File: config.mk
export PLATFORM = sky130hd
export DESIGN_NAME = demux1_n_stream_flat
export DESIGN_NICKNAME = d
export VERILOG_FILES = /design/src/rtl/demux_pkg.sv /design/src/rtl/demux1_n_stream_if.sv /design/src/rtl/demux_scan_ptr.sv /design/src/rtl/demux1_n_stream.sv /design/src/flat_wrapper.sv
export SDC_FILE = /design/constraint.sdc
export NUM_CORES = 1
export LEC_CHECK = 0
export ABC_AREA = 1
export CAP_MARGIN = 20
export CORE_MARGIN = 10
export CORE_UTILIZATION = 41
export CTS_BUF_LIST = sky130_fd_sc_hd__clkbuf_4 sky130_fd_sc_hd__clkbuf_8 sky130_fd_sc_hd__clkbuf_16
export DETAILED_ROUTE_END_ITERATION = 12
export PLACE_DENSITY = 0.69
export RECOVER_POWER = 25
export SYNTH_ARGS = -nofsm -noshare
export SYNTH_HDL_FRONTEND = slang
export SYNTH_SLANG_ARGS = --single-unit
File: constraint.sdc
create_clock -name clk -period 2.09 [get_ports clk]
set_input_delay 0.418 -clock clk [delete_from_list [all_inputs] [get_ports clk]]
set_output_delay 0.418 -clock clk [all_outputs]
set_load 0.05 [all_outputs]
File: src/rtl/demux_pkg.sv
// Shared types and constants for the registered 1-to-N stream demultiplexer.
package demux_pkg;

    typedef enum logic {
        ST_EMPTY = 1'b0,
        ST_FULL  = 1'b1
    } state_t;

    localparam logic MODE_ADDR = 1'b0;
    localparam logic MODE_SCAN = 1'b1;

endpackage

File: src/rtl/demux1_n_stream_if.sv
// Stream bus of the demultiplexer: one producer side, N consumer channels.
interface demux1_n_stream_if #(
    parameter int unsigned N = 16,
    parameter int unsigned W = 8
);
    localparam int unsigned SW = $clog2(N);

    logic              in_valid;
    logic              in_ready;
    logic [W-1:0]      in_data;
    logic [SW-1:0]     in_sel;
    logic [N-1:0]      out_valid;
    logic [N-1:0]      out_ready;
    logic [N*W-1:0]    out_data;

    // Environment side: producer plus all consumers
    modport master (
        output in_valid, in_data, in_sel, out_ready,
        input  in_ready, out_valid, out_data
    );

    // Demultiplexer side
    modport slave (
        input  in_valid, in_data, in_sel, out_ready,
        output in_ready, out_valid, out_data
    );
endinterface

File: src/rtl/demux_scan_ptr.sv
// Wrap-at-N channel pointer for scan mode; advances by one when inc is high.
module demux_scan_ptr #(
    parameter  int unsigned N  = 16,
    localparam int unsigned SW = $clog2(N)
) (
    input  logic          clk,
    input  logic          rst_n,
    input  logic          inc,
    output logic [SW-1:0] ptr
);

    always_ff @(posedge clk or negedge rst_n) begin
        if (!rst_n) begin
            ptr <= '0;
        end else if (inc) begin
            ptr <= (ptr == SW'(N - 1)) ? '0 : ptr + SW'(1);
        end
    end

endmodule

File: src/rtl/demux1_n_stream.sv
// Registered 1-to-N stream demultiplexer with active-low enable and valid/ready per channel.
// Optional round-robin scan mode is built when DEMUX_SCAN_EN is defined.
module demux1_n_stream
    import demux_pkg::*;
#(
    parameter  int unsigned N  = 16,
    parameter  int unsigned W  = 8,
    localparam int unsigned SW = $clog2(N)
) (
    input  logic               clk,
    input  logic               rst_n,
    input  logic               en_n,
    input  logic               mode,
    demux1_n_stream_if.slave   bus,
    output logic [SW-1:0]      ptr,
    output logic               err
);

    localparam bit            POW2 = (N == (1 << SW));
    localparam logic [SW:0]   NLIM = (SW + 1)'(N);

    state_t            state_q, state_d;
    logic [SW-1:0]     hold_q, hold_d;
    logic [N-1:0]      valid_q, valid_d;
    logic [N*W-1:0]    data_q, data_d;
    logic              err_q, err_d;

    logic              rdy_sel_c;
    logic              in_ready_c;
    logic              xfer_c;
    logic              drain_c;
    logic              in_range_c;
    logic              scan_c;
    logic              mode_eff_c;
    logic [SW-1:0]     dest_c;
    logic [SW-1:0]     ptr_c;

`ifdef DEMUX_SCAN_EN
    demux_scan_ptr #(.N(N)) u_scan_ptr (
        .clk   (clk),
        .rst_n (rst_n),
        .inc   (xfer_c && scan_c),
        .ptr   (ptr_c)
    );
    assign mode_eff_c = mode;
`else
    logic unused_mode;
    assign unused_mode = mode;
    assign ptr_c       = '0;
    assign mode_eff_c  = MODE_ADDR;
`endif

    assign scan_c = (mode_eff_c == MODE_SCAN);
    assign dest_c = scan_c ? ptr_c : bus.in_sel;

    // Out-of-range destinations exist only for non power-of-two channel counts
    generate
        if (POW2) begin : g_range_pow2
            assign in_range_c = 1'b1;
        end else begin : g_range_cmp
            assign in_range_c = ({1'b0, dest_c} < NLIM);
        end
    endgenerate

    // Ready of the consumer that owns the held word
    always_comb begin
        rdy_sel_c = 1'b0;
        for (int k = 0; k < N; k++) begin
            if (hold_q == SW'(k)) rdy_sel_c = bus.out_ready[k];
        end
    end

    assign in_ready_c = rst_n && !en_n && ((state_q == ST_EMPTY) || rdy_sel_c);
    assign xfer_c     = bus.in_valid && in_ready_c;
    assign drain_c    = (state_q == ST_FULL) && rdy_sel_c;

    always_comb begin
        state_d = state_q;
        hold_d  = hold_q;
        valid_d = valid_q;
        data_d  = data_q;
        err_d   = 1'b0;

        if (drain_c) begin
            state_d = ST_EMPTY;
            valid_d = '0;
            data_d  = '0;
        end

        if (xfer_c) begin
            if (in_range_c) begin
                state_d = ST_FULL;
                hold_d  = dest_c;
                valid_d = '0;
                data_d  = '0;
                for (int k = 0; k < N; k++) begin
                    if (dest_c == SW'(k)) begin
                        valid_d[k]       = 1'b1;
                        data_d[k*W +: W] = bus.in_data;
                    end
                end
            end else begin
                err_d = 1'b1;
            end
        end
    end

    always_ff @(posedge clk or negedge rst_n) begin
        if (!rst_n) begin
            state_q <= ST_EMPTY;
            hold_q  <= '0;
            valid_q <= '0;
            data_q  <= '0;
            err_q   <= 1'b0;
        end else begin
            state_q <= state_d;
            hold_q  <= hold_d;
            valid_q <= valid_d;
            data_q  <= data_d;
            err_q   <= err_d;
        end
    end

    assign bus.in_ready  = in_ready_c;
    assign bus.out_valid = valid_q;
    assign bus.out_data  = data_q;
    assign ptr           = ptr_c;
    assign err           = err_q;

endmodule

File: src/flat_wrapper.sv
// flat-port wrapper written by rule: the top's interface ports become plain ports
module demux1_n_stream_flat import demux_pkg::*;
#(
    parameter  int unsigned N  = 16,
    parameter  int unsigned W  = 8,
    localparam int unsigned SW = $clog2(N)
)
  (clk, rst_n, en_n, mode, ptr, err, bus_in_valid, bus_in_data, bus_in_sel, bus_out_ready, bus_in_ready, bus_out_valid, bus_out_data);
  demux1_n_stream_if #(.N(N), .W(W)) bus_i ();
  input  logic clk;
  input  logic rst_n;
  input  logic en_n;
  input  logic mode;
  output logic [SW-1:0] ptr;
  output logic err;
  input wire logic [$bits(bus_i.in_valid)-1:0] bus_in_valid;
  input wire logic [$bits(bus_i.in_data)-1:0] bus_in_data;
  input wire logic [$bits(bus_i.in_sel)-1:0] bus_in_sel;
  input wire logic [$bits(bus_i.out_ready)-1:0] bus_out_ready;
  output wire logic [$bits(bus_i.in_ready)-1:0] bus_in_ready;
  output wire logic [$bits(bus_i.out_valid)-1:0] bus_out_valid;
  output wire logic [$bits(bus_i.out_data)-1:0] bus_out_data;
  assign bus_i.in_valid = bus_in_valid;
  assign bus_i.in_data = bus_in_data;
  assign bus_i.in_sel = bus_in_sel;
  assign bus_i.out_ready = bus_out_ready;
  assign bus_in_ready = bus_i.in_ready;
  assign bus_out_valid = bus_i.out_valid;
  assign bus_out_data = bus_i.out_data;
  demux1_n_stream #(.N(N), .W(W)) u_core (.clk(clk), .rst_n(rst_n), .en_n(en_n), .mode(mode), .bus(bus_i), .ptr(ptr), .err(err));
endmodule
Word level (Yosys, flattened, before mapping)

Index checks and enable logic that the tools add are counted.
Widths: inputs -> output; s select.

$add $sub $neg: 0
Multiply operators: 0
Divide/modulo/power cells: 0
Order comparisons: 0
Equality and inequality tests: 30
Shift operators: 0
Multiplexer cells: 54
Bitwise gates (word level): 1
Reduce and logical (&&, ||, !) cells: 9

Operator list:

| cell               | count |
|---|---|
| $mux 128           | 2 |
| $mux 8             | 16 |
| $eq 4x4->1 const B | 16 |
| $mux 1             | 34 |
| $eq 4x3->1 const B | 8 |
| $mux 16            | 2 |
| $eq 4x2->1 const B | 4 |
| $eq 4x1->1 const B | 2 |
| $logic_not 4->1    | 2 |
| $logic_and 1x1->1  | 4 |
| $reduce_bool 2->1  | 1 |
| $logic_not 1->1    | 1 |
| $logic_or 1x1->1   | 1 |
| $not 1->1          | 1 |

Flip-flop bits (word level): 149
Latch bits: 0
RAM bits: 0
ROM bits: 0
Bits of input ports: 33
Word-level logic and storage cells: 98
Memories kept: 0

Longest topological paths before layout

Depth in word-level cells: 21
Mapped depth: 14
Mapped depth without buffers: 11

Worst setup path after synthesis

OpenSTA, ideal clock, no wires.

Path type: input to output
From: in rst_n
To: out bus_in_ready
Arrival time: 1,783 ps
Data required time: 1,672 ps
Slack: -111 ps
Stages on the path: 7
Path buffers: 3
Path through: inv_1 nor2_1 buf_2 clkbuf_1 clkbuf_1 nand2_1 inv_1

Longest elaborated chain between the ends: 2

RTL lines:

| element                        | line                  | RTL |
|---|---|---|
| from (decl)                    | flat_wrapper.sv:11    | `input logic rst_n;` |
| $logic_and 1x1->1 (2 in a row) | demux1_n_stream.sv:73 | `assign in_ready_c = rst_n && !en_n && ((state_q == ST_EMPTY) \|\| rdy_sel_c);` |
| to (decl)                      | flat_wrapper.sv:20    | `output wire logic [$bits(bus_i.in_ready)-1:0] bus_in_ready;` |

No other way between the ends.

Worst setup path after layout

From: reg u_core.hold_q[0]
To: reg u_core.data_q[109] (netlist: u_core.bus.out_data[109])

Longest elaborated chain between the ends: 21

RTL lines:

| element                                       | line                   | RTL |
|---|---|---|
| from (decl)                                   | demux1_n_stream.sv:23  | `logic [SW-1:0] hold_q, hold_d;` |
| from (signal assigned)                        | demux1_n_stream.sv:117 | `hold_q <= hold_d;` |
| $logic_not 4->1                               | demux1_n_stream.sv:69  | `if (hold_q == SW'(k)) rdy_sel_c = bus.out_ready[k];` |
| $mux 1 (15 in a row)                          | demux1_n_stream.sv:69  |  |
| $mux 1 (*)                                    | demux1_n_stream.sv:69  |  |
| $logic_or 1x1->1                              | demux1_n_stream.sv:73  |  |
| $logic_and 1x1->1                             | demux1_n_stream.sv:73  |  |
| $logic_and 1x1->1                             | demux1_n_stream.sv:74  | `assign xfer_c = bus.in_valid && in_ready_c;` |
| $mux 128 or $reduce_bool 2->1 (tied branches) | -                      |  |
| to (signal assigned)                          | demux1_n_stream.sv:119 | `data_q <= data_d;` |
| to (decl)                                     | demux1_n_stream.sv:25  | `logic [N*W-1:0] data_q, data_d;` |

Every way passes the cells marked *; elsewhere a longest branch is shown, timed or not.
A chain may end at the register's enable or synchronous reset.

==> results.md <==
- Tot GR Track Use: 0.205
- Layout area overhead: 57.1%
- Fin. max-slew vios: 0
- Final setup violation count: 150
- Placed cells: 1267
- Critical Path End Type: register
- Synthesized-area fraction occupied by adder cells: 0
- Total Wirelength: between 20000 and 30000 um
- Syn Inst Count: just over 900
- Worst skew pair latency: around 420 ps
- Worst hold margin: roughly 460 ps
- Met2 routed WL: around 14000 um
- Number of global-route vias before repair: 7058
- Std-Cell Rows: 48
- Compound-Gate Fraction of Synth Area: 0.00374
- Worst-path clk slew: about 60 ps
- Clock buffer depth: 2
- Dominant cells by area after synthesis: dfrtp_1, nand4_1, nand3_1
- Final ANT Viol Nets: 0
- Seq/Total Area, Yosys: 0.506
- Failing checks: setup timing
- Worst EP required: between 2000 and 2500 ps
- Worst setup margin: -301 ps
- Max IR drop VDD: 0.701 mV
- Largest net degree at the start of global routing: 150
- Worst min-delay path class: in2async
- DR WL met3: between 3000 and 4000 um
- Mapped Area: about 7400 sq um
- Post-synthesis mux area share: 0
- Async SR Flop Fraction: 1.00
- Die width: about 150 um
- DR vias: 7836
- Count of final hold-check violations: 0
- Worst Skew: about 5.3 ps
- Die footprint: ~24000 sq um
- Slew margin rel.: 0.0812
- Final Cycle Share: 1.14
- PwrDens: just over 900 nW/um^2
- DPL Wire Length: approximately 16000 um
- Seq pwr share: 0.306
- PortBufs: around 180
- Area of the core: roughly 17000 sq um
- GR Overflow Total: 0
- Switching share of power: 0.376
- Synth top area share: 0.506
- Combinational Power Share: 0.400
- 1st-iter DRT viols: around 860
- Internal: approximately 6.7 mW
- DRT Pass-1 Iters: 7
- Post-layout net count: 1147
- Vias per cell: 5.80
- Clock power share: 0.294
- Period minus WS final: around 2400 ps
- Lkg Pwr: roughly 6 nW
- GPL Wtd Cong: 0.790
- Starting Density: 0.421
- DR top layer: met5
- Sw power: between 4 and 5 mW
- Worst Tran Pin Value: between 1000 and 1500 ps
- TritonCTS clock tree: built
- Outcome: finished, violations left
- Register bit total from synthesis: approximately 150
- # IOs: about 180
- Most frequent cells after synthesis: nand2_1, nand3_1, nor2_1
- Layout cells sized above 1: 0.213
- Non-Filler Instances: between 1k and 1.5k
- Htree depth: 4
- Clock tree sinks: between 100 and 150
- Total CTS buffers: 17
- Initial antenna violation count: 2
- Fmax: 0.418 GHz
- RSZ-0062 raised after global routing: true
- Synth Area in Simple Gates: 0.399
- Largest fanout on the critical path: 8
- Critical path class: reg2reg
- Wire per inst: 22.0 um
- Main combinational cell family by area after synthesis: simple AND/OR/NAND/NOR gates
- EDFF count, synth: 0
- Die height: approximately 150 um
- Synth Flop Type: dfrtp_1
- First-pass GRT wire length: a little under 40000 um
- Met1 Wirelength: around 12000 um
- CP Launch Type: register
- Syn avg cell area: 7.99 sq um
- Post-synth top area cell: dfrtp_1
- Yosys warns: 0
- Most frequent cell after synthesis: nand2_1
- Post-synth cell types: 20
- WP data arrival: between 2000 and 3000 ps
- # DRC: 0
- # Max-Cap Violations: 0
- CTS Root Cell: clkbuf_16
- Synth Area in XOR/XNOR: 0
[worst paths after layout]
check | startpoint | endpoint | slack, ps | cells past startpoint
max in group asynchronous | rst_n | u_core.hold_q[1] | 690 | 2
min | rst_n | u_core.bus.out_data[62] | 460 | 2
min in group clk | u_core.bus.out_valid[6] | u_core.bus.out_valid[6] | 500 | 2
max | u_core.hold_q[0] | u_core.bus.out_data[109] | -300 | 17
min reg2reg | u_core.bus.out_valid[6] | u_core.bus.out_valid[6] | 500 | 2
max reg2reg | u_core.hold_q[0] | u_core.bus.out_data[109] | -300 | 17
[worst max-delay path, stage by stage, from the launching register on]
cell and delay [ps]:
dfrtp_2 460, or2_1 220, nand3_1 70, nand3_1 80, nand3_2 70, nand3_2 60, nand2_2 90, nand4_4 100
buf_6 140, buf_6 100, buf_6 100, buf_6 130, nand3_4 100, buf_6 130, buf_12 140, clkbuf_16 170
nand3_2 60, nand2_1 80
[placed cells by master (no fill, tap or decap), drive strengths merged, types with 3 or more instances in the layout]
cell type,n
nor2,154
bufinv,3
dfrtp,149
clkdlybuf4s50,149
clkbuf,44
nand4,147
buf,72
dlymetal6s2s,18
inv,47
conb,5
o21ai,4
clkinv,6
nand2,165
nand3,158
[sequential cells by signal, summed over array words and instances, names as in the netlist]
| name | flops |
|---|---|
| u_core.state_q | 1 |
| u_core.bus.out_valid | 16 |
| u_core.bus.out_data | 128 |
| u_core.hold_q | 4 |
[layer usage]
metal,up-vias,track usage
met5,-,0
met4,2,0.0612
met1,3801,0.265
li1,3516,-
met2,444,0.323
met3,73,0.0642
[final cells by class]
type,instances,area [sq um]
antenna,1,2.50
clock buffer,21,462
clock inverter,10,131
fill,1367,5910
inverter,48,184
multi-input combinational,636,3560
sequential,149,3730
tap,225,282
timing repair buffer,262,3220
[metrics by stage]
| step | instance area (sq um) | util | power (mW) | setup TNS, ps | setup WS, ps |
|---|---|---|---|---|---|
| 6_report | 11600 | 0.662 | 10.7 | -31620 | -301 |
| 5_1_grt | 11600 | 0.662 | 11.1 | -50660 | -434 |
| 4_1_cts | 10000 | 0.573 | 9.36 | -315 | -315 |
| 3_5_place_dp | 9390 | 0.537 | 6.20 | -15800 | -253 |
| 3_3_place_gp | 9390 | 0.537 | 6.18 | -14060 | -257 |
| 2_1_floorplan | 7410 | - | 5.16 | 0 | 7.94 |
[power by group through the flow]
| stage | Combinational (mW) | Sequential, mW | Clock, mW |
|---|---|---|---|
| 2_1_floorplan | 1.31 | 3.85 | 0 |
| 3_3_place_gp | 2.88 | 3.30 | 0 |
| 3_5_place_dp | 2.89 | 3.30 | 0 |
| 4_1_cts | 2.95 | 3.25 | 3.16 |
| 5_1_grt | 4.46 | 3.30 | 3.29 |
| 6_report | 4.29 | 3.28 | 3.16 |
[kinds of logic (layout without fill, tap and decap cells)]
group	after synthesis	count (layout)
compound gates	5	5
buf+inv	141	341
flops	149	149
other cells	1	6
simple gates	625	626
[repair_timing]
action                     4_1_cts  5_1_grt
pin swaps                        2       89
gates resized for setup          4      167
buffers inserted                 3       18
gates cloned                     0       32
hold buffers                     0        0
setup endpoints to repair        1      156
Note: power is estimated with default switching activity, not from simulation.
